<file path="src/rtl/counter_1.sv">
// Enabled up-counter with a fixed step that wraps to zero at a programmable terminal count.
// Used as the tick/position counter building block in the display and game datapath.
module counter_1 #(
  parameter int WIDTH     = 8,
  parameter int STEP      = 1,
  parameter int MAX_VALUE = (1 << WIDTH) - 1
) (
  input  logic             Clk,
  input  logic             Rst,
  input  logic             En,
  output logic [WIDTH-1:0] C
);

  localparam logic [WIDTH:0] STEP_W = (WIDTH + 1)'(STEP);
  localparam logic [WIDTH:0] MAX_W  = (WIDTH + 1)'(MAX_VALUE);

  logic [WIDTH-1:0] count_q;
  logic [WIDTH-1:0] count_d;
  logic [WIDTH:0]   count_ext;
  logic [WIDTH:0]   sum_ext;

  // The extra bit keeps C + STEP exact so the overflow compare never aliases.
  always_comb begin
    count_ext = {1'b0, count_q};
    sum_ext   = count_ext + STEP_W;
    count_d   = count_q;
    if (En) begin
      if (count_ext >= MAX_W || sum_ext > MAX_W) begin
        count_d = '0;
      end else begin
        count_d = sum_ext[WIDTH-1:0];
      end
    end
  end

  always_ff @(posedge Clk or negedge Rst) begin
    if (!Rst) begin
      count_q <= '0;
    end else begin
      count_q <= count_d;
    end
  end

  assign C = count_q;

endmodule

</file>
<file path="config.mk">
export PLATFORM = sky130hd
export DESIGN_NAME = counter_1
export DESIGN_NICKNAME = d
export VERILOG_FILES = /design/src/rtl/counter_1.sv
export SDC_FILE = /design/constraint.sdc
export NUM_CORES = 1
export LEC_CHECK = 0
export ABC_CLOCK_PERIOD_IN_PS = 2370
export CORE_AREA = 5 5 42 44
export DETAILED_ROUTE_END_ITERATION = 10
export DIE_AREA = 0 0 47 49
export GPL_TIMING_DRIVEN = 1
export PLACE_DENSITY = 0.66
export SETUP_SLACK_MARGIN = 0.5
export SLEW_MARGIN = 30
export SYNTH_ARGS = -nofsm -noshare
export SYNTH_HDL_FRONTEND = slang
export SYNTH_SLANG_ARGS = --single-unit
</file>
<file path="constraint.sdc">
create_clock -name Clk -period 2.37 [get_ports Clk]
set_clock_uncertainty 0.2 [all_clocks]
set_input_delay 0.474 -clock Clk [delete_from_list [all_inputs] [get_ports Clk]]
set_output_delay 0.474 -clock Clk [all_outputs]
set_load 0.03 [all_outputs]
</file>
==> flow_summary.toml <==
[final_layout]
antenna_cells = 0
post_layout_nonfiller_instances = 90
area_delta_synth_final_pct = 32.6
nets = 80
drive_gt1_share_pct = 28.4
largest_reg_flops = 8
final_util_pct = 51.6
regArea_um2 = 203
multi_input_area_um2 = 354
nFillCells = 131

[floorplanning]
die_h_um = 49
die_x_um = 47
pin_count = 11
rows = 14
dieArea_um2 = 2300
core-area_um2 = 1400
initial_utilization_pct = 38.9

[sta]
rsz0062_at_grt = "true"
fin_crit_sh_pct = 77.7
clock.fmax_ghz = 0.543
final.min_clock_period_ns = 1.84
worst_slew_pin_slew_ns = 0.390
slew_headroom_pct = 73.9
final.setup.worst_slack_ns = 0.529
setup-tns-final_ns = 0
maxSlewViolCount = 0
hold_viol = 0
setup_viol = 0

[global_routing]
grt_util_met2_pct = 15.8
busiest_layer = "met1"
grt_max_degree = 10
antenna_found_initial = 0
grt_util_met3_pct = 3.69
grtUsageMet1_pct = 18.2
grt_pass1_vias = 476
grt_usage_pct = 12.8
grt_first_pass_wirelength_um = 2130
overflow = 0

[route]
antenna_left = 0
post_drt_wl_per_cell_um = 13.3
first_iter_violations = 17
viasPerCell = 5.39
drtPass1Iterations = 4
post-route-drc-count = 0
vias = 485
routed_wl_um = 1200

[yosys]
ys.flop_type = "dfrtp_1"
ys_top_cells_by_area = "dfrtp_1 (37%), ha_1 (4.6%), nor4b_4 (4.4%)"
ys_types = 29
syn_inst = 59
synthesis.area_um2 = 546
postSynthAreaPerCell_um2 = 9.25
synthTopCellsByCount = "dfrtp_1 (8), nand2_1 (6), nor2_1 (6)"
synth_fp_nets = 64
synth_top_cell_by_area = "dfrtp_1"
ys_warn_count = 0
yosys.cell_count.top_type = "dfrtp_1"
ys_async_sr_fraction_pct = 100
synth.top_cell.area_share_pct = 36.7
synth-edff-count = 0
synth_seq_cells = 8
synth_seq_area_share_pct = 36.7

[status]
outcome = "finished clean"

[worst_setup_path]
cp-start-kind = "register"
cp.arrival_ns = 1.76
critPathKind = "reg2reg"
crit_path_max_fanout = 5
cp.required_ns = 2.29
end_kind = "register"

[run]
drv_cap = 0

[placed_design]
port_buffers = 10
place_congestion = 0.786
post-dp-hpwl_um = 862
place_ws_ns = 0.418
dp_cells = 84

[cts]
cts_tree = "yes"
cts_hold_buf = 0
clk_latency_ns = 0.26
cts_max_level = 1
cts.reportedPaths.clkPinSlew_ns = 0.06
clock_sinks = 8
clk_path_buf_depth = 2
cts-root-buf = "clkbuf_4"
cts_buffers = 3

[pwr]
power.density_nw_per_um2 = 1010
power_leakage_nw = 0.316
vdd_ir_drop_max_mv = 0.475

[worst_hold_path]
hold_path.class = "in2async"
repair_timing:
action | 4_1_cts | 5_1_grt
endpoints found under the setup margin | 13 | 11
setup buffers | 1 | 1
gates resized for setup | 10 | 7
pin swaps | 2 | 0
metrics by stage:
| stage | instance area, µm² | hold slack, ns | power (mW) |
|---|---|---|---|
| 2_1_floorplan | 561 | -0.0216 | 0.504 |
| 5_1_grt | 723 | 0.317 | 0.785 |
| 3_5_place_dp | 679 | 0.358 | 0.632 |
| 4_1_cts | 719 | 0.305 | 0.731 |
| 6_report | 723 | 0.302 | 0.728 |
| 3_3_place_gp | 679 | 0.347 | 0.634 |
cell usage in the layout (no fill, tap or decap), types with 2 or more instances in the layout:
cell type	n
buf_4	3
clkbuf_4	3
dfrtp_1	6
nand2_1	6
clkdlybuf4s50_1	2
nand3_1	4
o211ai_1	2
dfrtp_2	2
inv_1	4
nand2b_1	2
nand4_1	2
o22ai_1	3
nor2_1	6
clkbuf_2	3
dlygate4sd2_1	5
path summary, 6_finish.rpt:
kind	slack [ns]	endpoint	cells after the start	from
hold reg to reg	0.40	C[7]	1	C[7]
max in group asynchronous	1.37	C[0]	1	Rst
setup / recovery	0.53	C[6]	6	C[0]
min in group Clk	0.40	C[7]	1	C[7]
setup reg to reg	0.53	C[6]	6	C[0]
hold / removal	0.30	C[2]	1	Rst
logic make-up after synthesis:
logic type / synth area share [%]
AOI/OAI and AO/OA: 16.5
xor gates and xnor gates: 6.19
adders and majority gates: 4.59
buffers and inverters: 5.04
DFF: 36.7
muxes: 1.83
and+or+nand+nor: 29.1
cell type report:
class	instances	area share (%)
Inverter	5	2.60
Timing Repair Buffer	13	14.0
Multi-Input combinational cell	44	49.0
Tap cell	16	2.77
Sequential cell	8	28.0
Clock buffer	4	3.63
layer usage:
layer / routed length (µm) / vias to the layer above / share of wire (%)
li1: - / 241 / -
met1: 543 / 225 / 45
met2: 540 / 15 / 45
met3: 85 / 4 / 7.1
met4: 26 / 0 / 2.2
met5: 0 / - / 0
where the power goes:
part / leakage, nW / total (mW) / internal [mW] / switching, mW
Clock: 0.0150 / 0.113 / 0.0645 / 0.0485
Sequential: 0.0986 / 0.261 / 0.179 / 0.0822
Combinational: 0.202 / 0.354 / 0.138 / 0.216
Total: 0.316 / 0.728 / 0.381 / 0.347
worst max-delay path: stages (launching register included):
cell and delay, ns:
dfrtp_2 0.43, inv_2 0.08, ha_4 0.20, nor4b_4 0.29, nand4b_4 0.17, o21ai_4 0.22
o221ai_2 0.11
No activity file was read; power rests on OpenSTA's default activity.
